`config.mk`:
```
export PLATFORM = sky130hd
export DESIGN_NAME = multicycle_controller
export DESIGN_NICKNAME = d
export VERILOG_FILES = /design/src/rtl/multicycle_controller.sv
export SDC_FILE = /design/constraint.sdc
export NUM_CORES = 1
export LEC_CHECK = 0
export BUFFER_PORTS_ARGS = -buffer_cell sky130_fd_sc_hd__buf_2
export CORE_AREA = 2 2 39 41
export DETAILED_ROUTE_END_ITERATION = 10
export DIE_AREA = 0 0 41 43
export PLACE_DENSITY = 0.85
export SLEW_MARGIN = 15
export SYNTH_ARGS = -nofsm -noshare
export SYNTH_HDL_FRONTEND = slang
export SYNTH_SLANG_ARGS = --single-unit
```
`constraint.sdc`:
```
create_clock -name clk -period 3.35 [get_ports clk]
set_input_delay 0.8375 -clock clk [delete_from_list [all_inputs] [get_ports clk]]
set_output_delay 0.8375 -clock clk [all_outputs]
set_load 0.01 [all_outputs]
```
`src/rtl/multicycle_controller.sv`:
```
// multicycle_controller: FSM sequencing a multicycle RV64 subset datapath (ld, sd, R/I ALU, beq) over one shared memory port.
// Define MC_MEM_TIMEOUT_EN to trap after MEM_TIMEOUT consecutive unanswered memory wait cycles.
module multicycle_controller #(
  parameter int MEM_TIMEOUT = 16
) (
  input  logic       clk,
  input  logic       reset,
  input  logic [6:0] opcode,
  input  logic       zero,
  input  logic       mem_ready,
  output logic       mem_req,
  output logic       mem_we,
  output logic       iord,
  output logic       ir_write,
  output logic       pc_write,
  output logic       pc_src,
  output logic       alu_src_a,
  output logic [1:0] alu_src_b,
  output logic [1:0] aluop,
  output logic       reg_write,
  output logic       mem_to_reg,
  output logic       instr_done,
  output logic       illegal,
  output logic       mem_timeout
);
  typedef enum logic [3:0] {
    FETCH, DECODE, ADDR, MEM_RD, MEM_WR, WB_MEM, EXEC_R, EXEC_I, WB_ALU, BEQ, TRAP
  } state_t;
  localparam logic [6:0] OP_LD  = 7'b0000011;
  localparam logic [6:0] OP_SD  = 7'b0100011;
  localparam logic [6:0] OP_R   = 7'b0110011;
  localparam logic [6:0] OP_I   = 7'b0010011;
  localparam logic [6:0] OP_BEQ = 7'b1100011;
  state_t state_q, state_d;
  logic illegal_q, illegal_d, mem_timeout_q, mem_timeout_d, timeout_hit;
`ifdef MC_MEM_TIMEOUT_EN
  logic [7:0] wait_q, wait_d;
  // mem_req is low outside the three request states, so the counter also clears on leaving them
  always_comb begin
    wait_d = (mem_req && !mem_ready) ? wait_q + 8'd1 : 8'd0;
    timeout_hit = mem_req && !mem_ready && wait_q == 8'(MEM_TIMEOUT);
  end
  always_ff @(posedge clk) wait_q <= reset ? 8'd0 : wait_d;
`else
  logic unused_timeout;
  assign unused_timeout = |MEM_TIMEOUT;
  assign timeout_hit = 1'b0;
`endif
  always_ff @(posedge clk) begin
    if (reset) begin
      state_q <= FETCH;
      illegal_q <= 1'b0;
      mem_timeout_q <= 1'b0;
    end else begin
      state_q <= state_d;
      illegal_q <= illegal_d;
      mem_timeout_q <= mem_timeout_d;
    end
  end
  always_comb begin
    state_d = state_q;
    case (state_q)
      FETCH:  if (mem_ready) state_d = DECODE;
      DECODE: state_d = (opcode == OP_LD || opcode == OP_SD) ? ADDR :
                        opcode == OP_R   ? EXEC_R :
                        opcode == OP_I   ? EXEC_I :
                        opcode == OP_BEQ ? BEQ : TRAP;
      ADDR:   state_d = opcode == OP_LD ? MEM_RD : MEM_WR;
      MEM_RD: if (mem_ready) state_d = WB_MEM;
      MEM_WR: if (mem_ready) state_d = FETCH;
      EXEC_R, EXEC_I: state_d = WB_ALU;
      WB_MEM, WB_ALU, BEQ: state_d = FETCH;
      default: state_d = TRAP;
    endcase
    if (timeout_hit) state_d = TRAP;
    illegal_d = illegal_q | (state_q == DECODE && state_d == TRAP);
    mem_timeout_d = mem_timeout_q | timeout_hit;
  end
  always_comb begin
    {mem_req, mem_we, iord, ir_write, pc_write, pc_src, alu_src_a, alu_src_b, aluop,
     reg_write, mem_to_reg, instr_done} = '0;
    illegal = illegal_q & ~reset;
    mem_timeout = mem_timeout_q & ~reset;
    if (!reset) begin
      case (state_q)
        FETCH: begin
          mem_req = 1'b1;
          alu_src_b = 2'b01;
          ir_write = mem_ready;
          pc_write = mem_ready;
        end
        DECODE: alu_src_b = 2'b10;
        ADDR, EXEC_I: begin
          alu_src_a = 1'b1;
          alu_src_b = 2'b10;
        end
        MEM_RD: begin
          mem_req = 1'b1;
          iord = 1'b1;
        end
        MEM_WR: begin
          mem_req = 1'b1;
          iord = 1'b1;
          mem_we = 1'b1;
          instr_done = mem_ready;
        end
        WB_MEM: begin
          reg_write = 1'b1;
          mem_to_reg = 1'b1;
          instr_done = 1'b1;
        end
        EXEC_R: begin
          alu_src_a = 1'b1;
          aluop = 2'b10;
        end
        WB_ALU: begin
          reg_write = 1'b1;
          instr_done = 1'b1;
        end
        BEQ: begin
          alu_src_a = 1'b1;
          aluop = 2'b01;
          pc_src = 1'b1;
          pc_write = zero;
          instr_done = 1'b1;
        end
        default: ;
      endcase
    end
  end
endmodule

```
==> flow_summary.toml, run 1 <==
[timing]
setup_violations = 0
final.setup.tns_ps = 0
rsz0062_at_grt = "no"
slew_viol_final = 0
relSlewSlack_pct = 61.84
clock.fmax_ghz = 0.3743
finalHoldViolCount = 0
holdWs_ps = 474.5
fin_crit_sh_pct = 79.76
clock_skew_ps = 1.950
finalCriticalPeriod_ps = 2672
tightestPinTransition_ps = 571.7

[clock_tree]
cts_resized = 0
postCtsSetupBuffers = 0
cts_buffers = 3
clk_pin_slew_ps = 40
cts_hold_repair.buffers = 0
cts_root_buf = "clkbuf_4"
insertion_delay_ps = 250
cts_tree = "built"
clock_sinks = 5
clockBufferDepth = 2
htreeDepth = 1

[placement]
dp_hpwl_um = 910.2
routabilityCongestion = 0.7849
port_buffers = 25
dp.cells = 112

[routing]
drt-wirelength-per-cell_um = 10.31
dr_total_vias = 610
antenna_left = 0
wl_met2_um = 568
met1Wirelength_um = 524
first_pass_iters = 4
drt_iter0_drc = 8
top_layer_used = "met4"
met3_length_um = 79
drc = 0
vias_per_cell = 5.259
wl_mm = 1.196

[cells_and_area]
area_delta_synth_final_pct = 20.43
ff_latch_area_um2 = 100.1
nNetsFinal = 112
final_cell_count_no_fill = 116
n_fill_cell = 146
final_layout_size_suffix_gt1_share_pct = 35.00
n_antenna_cell = 0
multi_input_area_um2 = 421.7

[floorplanning]
num_rows = 14
io_pins = 27
die_y_um = 43
core_area_um2 = 1384
die_w_um = 41
die_area_um2 = 1763
start_util_pct = 42.04

[logic_synthesis]
synth_top_area_cell = "dfxtp_1"
synthCells = 80
ys_ff_latch = 5
synth_nets = 91
syn_area_um2 = 581.8
yosysWarnings = 0
yosysSeqAreaShare_pct = 17.20
ys_top_cells_by_area = "dfxtp_1, nor2_1, a21oi_1"
avgSynthCellArea_um2 = 7.273
netlist-cell-type-count = 33
yosysTopAreaCellShare_pct = 17.20

[critical_path]
slowest_stage = "or2_1"
cp.arrival_ps = 1830
cp_max_fo = 8
crit_path_frequent_cell = "buf_2"
endpoint_kind = "output port"
slowest_delay_ps = 300
critPathTopFamily = "simple AND/OR/NAND/NOR gates"
required_ps = 2510
crit_type = "input port to output port"
crit_chain = "buf_2 -> or2_1 -> nor4_4 -> and2_1 -> a21o_1 -> buf_2"
cp_num_buf_inv = 2
cp-start-kind = "input port"

[grt]
antenna_found_initial = 0
grt_use_total_pct = 16.11
grt-ovfl-total = 0
grt_pass1_wl_mm = 1.980
grt_pass1_vias = 487
grt_max_degree = 20

[pwr]
p_leak_uw = 0.0003228
power_uw = 234.4
p_per_area_nw_per_um2 = 334.6
ir_drop_mv = 0.1972

[min_path]
hold_class = "register to register"

[outcome]
outcome = "finished, final reports clean"

[flow_run]
max_cap_violations = 0
[final timing paths]
| path | cells past startpoint | to | slack, ps | from |
|---|---|---|---|---|
| worst min-delay path | 2 | illegal_q | 470 | illegal_q |
| worst max register to register | 4 | illegal_q | 1720 | state_q[0] |
| worst min register to register | 2 | illegal_q | 470 | illegal_q |
| worst max-delay path | 6 | pc_write | 680 | reset |
[logic make-up after synthesis]
family	share of synthesized area, %
and+or+nand+nor	43.66
AOI/OAI and AO/OA	26.67
buffers and inverters	10.32
DFF	17.20
xor gates and xnor gates	1.506
other	0.6445
[worst register-to-register path, delay by kind of cell (launching register included)]
kind               cells  cell delay [ps]
and+or+nand+nor        1              320
DFF                    1              670
AOI/OAI and AO/OA      3              550
[cells in the final DEF (no fill, tap or decap), drive strengths merged, types with 2 or more instances in the layout]
| cell | n |
|---|---|
| buf | 25 |
| nor2 | 13 |
| a21oi | 9 |
| dfxtp | 5 |
| nand2 | 4 |
| o21ai | 4 |
| clkbuf | 4 |
| nor2b | 3 |
| nand2b | 3 |
| nor3 | 3 |
| or2 | 3 |
| inv | 2 |
| nor4b | 2 |
| a21o | 2 |
[state kept, by name, summed over array words and instances (netlist names)]
register and flops:
state_q 4, illegal_q 1
[stage by stage]
stage	area (µm²)	worst slack, ps	util [%]
floorplan	581.8	747.5	-
global placement	674.4	707.1	48.73
detailed placement	674.4	673.2	48.73
CTS	700.7	657.9	50.63
global route	700.7	559.6	50.63
finish	700.7	678.2	50.63
[synth_stat cells]
cell / instances
nor2_1: 13
a21oi_1: 9
buf_2: 6
dfxtp_1: 5
nand2_1: 4
o21ai_0: 4
buf_4: 3
nand2b_1: 3
nor2b_1: 3
nor3_1: 3
a21o_1: 2
inv_1: 2
nor4b_1: 2
or2_2: 2
a2111oi_2: 1
a211oi_1: 1
a311oi_1: 1
and2_1: 1
and4bb_2: 1
conb_1: 1
nand3b_1: 1
nand4bb_4: 1
nor3b_1: 1
nor4_4: 1
o21a_1: 1
o21bai_1: 1
o221ai_1: 1
o31ai_1: 1
o41a_2: 1
or2_1: 1
or3b_1: 1
or4b_1: 1
xor2_1: 1
[where the power goes]
group | internal, µW | switching [µW] | leakage [µW] | total, µW
Combinational | 40.2 | 39.2 | 0.000267 | 79.4
Clock | 45.1 | 26.2 | 0.0000150 | 71.3
Sequential | 65.0 | 18.7 | 0.0000408 | 83.7
Total | 150 | 84.1 | 0.000323 | 234
[final cells by class]
cell class | instances | share of cell area [%]
Tap cell | 16 | 2.857
Sequential cell | 5 | 14.29
Multi-Input combinational cell | 64 | 60.18
Inverter | 2 | 1.071
Timing Repair Buffer | 25 | 17.86
Clock buffer | 4 | 3.750
[routing by layer]
metal  vias to the layer above  track usage, %
li1                        324               -
met1                       264           20.78
met2                        19           23.13
met3                         3           3.141
met4                         0           10.67
met5                         -               0
(Power assumes the default switching activity.)
==> run 2, diff against run 1 <==
- CORE_AREA: 2 2 39 41 -> default
- CORE_MARGIN: default -> 2
- CORE_UTILIZATION: default -> 44
- DIE_AREA: 0 0 41 43 -> default
- clock period: 3.35 -> 2.5 ns (I/O delays scaled with it)
==> flow_summary.toml, run 2 (synthesized netlist as in run 1, its figures left out) <==
[critical_path]
worstRegToRegCells = 4
cp_max_fo = 8
crit_type = "input port to output port"
r2r_start = "state_q[2]"
crit_path_frequent_cell = "buf_2"
slowest_stage = "or2_1"
required_ps = 1880
endpoint_kind = "output port"
critPathLaunch = "reset"
crit_chain = "buf_2 -> or2_1 -> nor4_4 -> and2_1 -> a21o_1 -> buf_2"
cp-start-kind = "input port"
slowest_delay_ps = 310
cp.arrival_ps = 1650

[timing]
setup_violations = 0
finalCriticalPeriod_ps = 2273
clock.fmax_ghz = 0.4400
setup_ws_ps = 227.2
relSlewSlack_pct = 60.04
clock_skew_ps = 1.455
fin_crit_sh_pct = 90.91
final.setup.tns_ps = 0
finalHoldViolCount = 0
tightestPinTransition_ps = 598.6
rsz0062_at_grt = "no"
slew_viol_final = 0

[cells_and_area]
n_fill_cell = 132
n_antenna_cell = 0
final_layout_size_suffix_gt1_share_pct = 36.27
regMostFlops = "state_q"
nNetsFinal = 114
area_delta_synth_final_pct = 22.80
mostFrequentLayoutCells = "buf_2, nor2_1, a21oi_1"
reg.largest.list = "state_q: 4 flops, illegal_q: 1 flops"
final_common_cell = "buf_2"
design_area_um2 = 714.4
largest_reg_flops = 4
fin_util_pct = 56.31

[grt]
grt_pass1_vias = 426
grt-ovfl-total = 0
grt_pass1_wl_mm = 1.683
antenna_found_initial = 0
grt_use_total_pct = 14.98
grt_max_degree = 19

[routing]
vias_per_cell = 5.248
drt_iter0_drc = 12
dr_total_vias = 614
first_pass_iters = 4
antenna_left = 0
drt-wirelength-per-cell_um = 10.77
wl_mm = 1.260
drc = 0

[placement]
routabilityCongestion = 0.7159
dpl_cell_area_um2 = 688.2
port_buffers = 25
dp_hpwl_um = 972.9
dpl_worst_slack_ps = 219.4

[pwr]
p_per_area_nw_per_um2 = 438.9
power_uw = 313.6
ir_drop_mv = 0.2260
p_leak_uw = 0.0003333

[min_path]
whs_path_depth = 2
hold_start = "illegal_q"
hold_class = "register to register"

[clock_tree]
clockBufferDepth = 2
clk_pin_slew_ps = 40
cts_tree = "built"
cts_resized = 0
htreeDepth = 1
clock_sinks = 5
postCtsSetupBuffers = 0
cts_buffers = 3
cts_root_buf = "clkbuf_4"
cts_hold_repair.buffers = 0
insertion_delay_ps = 230

[flow_run]
max_cap_violations = 0

[floorplanning]
die_area_um2 = 1629
die_y_um = 40.37
num_rows = 13
io_pins = 27
core_area_um2 = 1269
start_util_pct = 45.86
die_w_um = 40.37

[outcome]
outcome = "finished, final reports clean"
-- run 2: cell types whose count changed in the layout (fill, tap and decap cells not counted) --
| cell | delta |
|---|---|
| buf_4 | +2 |
-- run 2: final cells by class --
type	count	area, µm²	area share [%]
multi-input combinational	64	421.7	59.02
timing repair buffer	27	140.1	19.61
sequential	5	100.1	14.01
clock buffer	4	26.28	3.678
tap	15	18.77	2.627
inverter	2	7.507	1.051
-- run 2: per-layer routing --
metal / routed length (µm) / vias to the layer above / share of wire, % / GRT usage, %
met5: 0 / - / 0 / 0
met4: 0 / 0 / 0 / 7.500
met3: 81 / 0 / 6.4 / 1.667
met2: 600 / 21 / 48 / 24.21
met1: 578 / 272 / 46 / 19.34
li1: - / 321 / - / -
-- run 2: path summary, 6_finish.rpt --
| kind | end | slack, ps |
|---|---|---|
| min reg2reg | illegal_q | 470 |
| min | illegal_q | 470 |
| max reg2reg | illegal_q | 990 |
| max | pc_write | 230 |
-- run 2: stage by stage --
step           hold slack, ps  instances
6_report                465.1        117
4_1_cts                 470.0        117
3_3_place_gp            457.8        113
2_1_floorplan           429.2         80
3_5_place_dp            457.2        113
5_1_grt                 509.9        117
-- run 2: worst max-delay path, delay by kind of cell --
| family | cells | cell delay [ps] |
|---|---|---|
| and+or+nand+nor | 3 | 690 |
| buffers and inverters | 2 | 260 |
| AOI/OAI and AO/OA | 1 | 80 |
-- run 2: power breakdown --
group          switching [µW]  internal, µW
sequential               14.6          87.2
combinational            65.4          58.7
clock                    27.7          60.0
total                     108           206
==> run 3, diff against run 2 <==
- ABC_AREA: default -> 1
- CORE_AREA: default -> 2 2 39 41
- CORE_MARGIN: 2 -> default
- CORE_UTILIZATION: 44 -> default
- DIE_AREA: default -> 0 0 41 43
- PLACE_DENSITY: 0.85 -> 0.83
==> flow_summary.toml, run 3 <==
[logic_synthesis]
ys_top_cells_by_area = "dfxtp_1, nand2_1, inv_1"
synth_top_area_cell = "dfxtp_1"
yosysSeqAreaShare_pct = 17.98
yosysTopAreaCellShare_pct = 17.98
synthFlopType = "dfxtp_1"
synth_nets = 116
synth-edff-count = 0
yosysWarnings = 0
avgSynthCellArea_um2 = 5.303
netlist-cell-type-count = 21
async_flop_share_pct = 0
yosysMostFrequentCell = "nand2_1"
ys_ff_latch = 5
synthCells = 105
synth_common_cells = "nand2_1, inv_1, nor2_1"
syn_area_um2 = 556.8

[grt]
grt_max_degree = 14
grt_pass1_wl_mm = 2.187
antenna_found_initial = 0
grt_pass1_vias = 584
grt-ovfl-total = 0
grt_use_total_pct = 17.49

[floorplanning]
num_rows = 14
die_y_um = 43
die_w_um = 41
core_area_um2 = 1384
die_area_um2 = 1763
io_pins = 27
start_util_pct = 40.24

[critical_path]
crit_chain = "inv_1 -> nand2_2 -> nor2_1 -> inv_1 -> a31oi_1 -> buf_2"
crit_type = "register to output port"
rrSetupSlack_ps = 1310
cp-start-kind = "register"
slowest_stage = "dfxtp_1"
worstReg2RegEnd = "illegal_q"
cp.arrival_ps = 1390
worstRegToRegCells = 8
crit_path_frequent_cell = "inv_1"
required_ps = 1880
cp_max_fo = 5
slowest_delay_ps = 340
endpoint_kind = "output port"
r2r_start = "state_q[3]"
critPathLaunch = "state_q[1]"

[routing]
drt_iter0_drc = 11
antenna_left = 0
first_pass_iters = 4
drt-wirelength-per-cell_um = 8.701
wl_mm = 1.279
vias_per_cell = 4.667
dr_total_vias = 686
drc = 0

[cells_and_area]
area_delta_synth_final_pct = 27.42
final_common_cell = "nand2_1"
final_layout_size_suffix_gt1_share_pct = 30.53
n_antenna_cell = 0
largest_reg_flops = 4
nNetsFinal = 143
final_cell_count_no_fill = 147
regMostFlops = "state_q"
mostFrequentLayoutCells = "nand2_1, buf_2, inv_1"
reg.largest.list = "state_q: 4 flops, illegal_q: 1 flops"

[timing]
slew_viol_final = 0
clock_skew_ps = 0.3141
fin_crit_sh_pct = 80.75
clock.fmax_ghz = 0.4954
rsz0062_at_grt = "no"
finalHoldViolCount = 0
finalCriticalPeriod_ps = 2019
setup_violations = 0
final.setup.tns_ps = 0

[pwr]
p_per_area_nw_per_um2 = 409.9
power_uw = 290.8
p_leak_uw = 0.0004501
ir_drop_mv = 0.2989

[placement]
routabilityCongestion = 0.7958
dp_hpwl_mm = 1.067
dp.cells = 143
port_buffers = 25

[outcome]
outcome = "finished, final reports clean"

[clock_tree]
clockBufferDepth = 2
clock_sinks = 5
clk_pin_slew_ps = 40
cts_tree = "built"
cts_buffers = 3
cts_root_buf = "clkbuf_4"
htreeDepth = 1
insertion_delay_ps = 240
postCtsSetupBuffers = 0
cts_hold_repair.buffers = 0
cts_resized = 0

[flow_run]
max_cap_violations = 0

[min_path]
hold_class = "register to register"
hold_start = "illegal_q"
hold_path_end = "illegal_q"
whs_path_depth = 2
[run 3: cell types whose count changed after synthesis, moves of 3 or more]
cell,before,now
nand2b_1,3,0
buf_2,6,0
inv_2,0,3
nor2b_1,3,0
nand2_1,4,26
nor2_2,0,4
nand3_1,0,5
a21oi_1,9,5
inv_1,2,22
[run 3: worst max-delay path by stage]
stage / to / slack [ps] / depth (start not counted)
floorplan: aluop[0] / 680 / 3
global placement: alu_src_b[1] / 630 / 5
detailed placement: alu_src_b[1] / 610 / 5
CTS: instr_done / 460 / 6
global route: instr_done / 340 / 6
finish: instr_done / 480 / 6
[run 3: cells by family after synthesis]
kind of cell           Yosys count  share of synthesized area [%]
AND/OR/NAND/NOR                 58                          48.31
buffers and inverters           28                          20.22
AO/OA/AOI/OAI                   13                          12.81
flip-flops                       5                          17.98
other                            1                         0.6735
[run 3: area by class of cell]
| cell class | instances | area (µm²) |
|---|---|---|
| Clock buffer | 4 | 26.28 |
| Timing Repair Buffer | 25 | 125.1 |
| Tap cell | 16 | 20.02 |
| Sequential cell | 5 | 100.1 |
| Multi-Input combinational cell | 72 | 344.1 |
| Fill cell | 158 | 674.4 |
| Inverter | 25 | 93.84 |
[run 3: critical path: cells and delay by family (launching register included)]
kind	cells	cell delay, ps
AND/OR/NAND/NOR	2	310
buffers and inverters	3	340
flip-flops	1	340
AO/OA/AOI/OAI	1	170
[run 3: per-layer routing]
metal | global-route usage [%] | vias to the layer above | routed length, µm
met4 | 6.000 | 0 | 0
met2 | 27.50 | 21 | 611
met3 | 4.712 | 0 | 82
met5 | 0 | - | 0
met1 | 21.94 | 293 | 585
li1 | - | 372 | -
[run 3: power by group]
part           total (µW)  internal, µW  switching, µW
Sequential           92.6          85.6           7.02
Combinational         106          38.9           67.2
Clock                92.0          60.3           31.8
Total                 291           185            106
[run 3: stage by stage]
step / cell area (µm²) / hold slack (ps) / worst slack (ps) / util, %
6_report: 709.4 / 449.7 / 481.3 / 51.27
5_1_grt: 709.4 / 472.7 / 338.2 / 51.27
4_1_cts: 709.4 / 450.7 / 458.6 / 51.27
3_5_place_dp: 683.2 / 437.9 / 612.9 / 49.37
3_3_place_gp: 683.2 / 439.1 / 627.4 / 49.37
2_1_floorplan: 556.8 / 421.8 / 679.9 / -
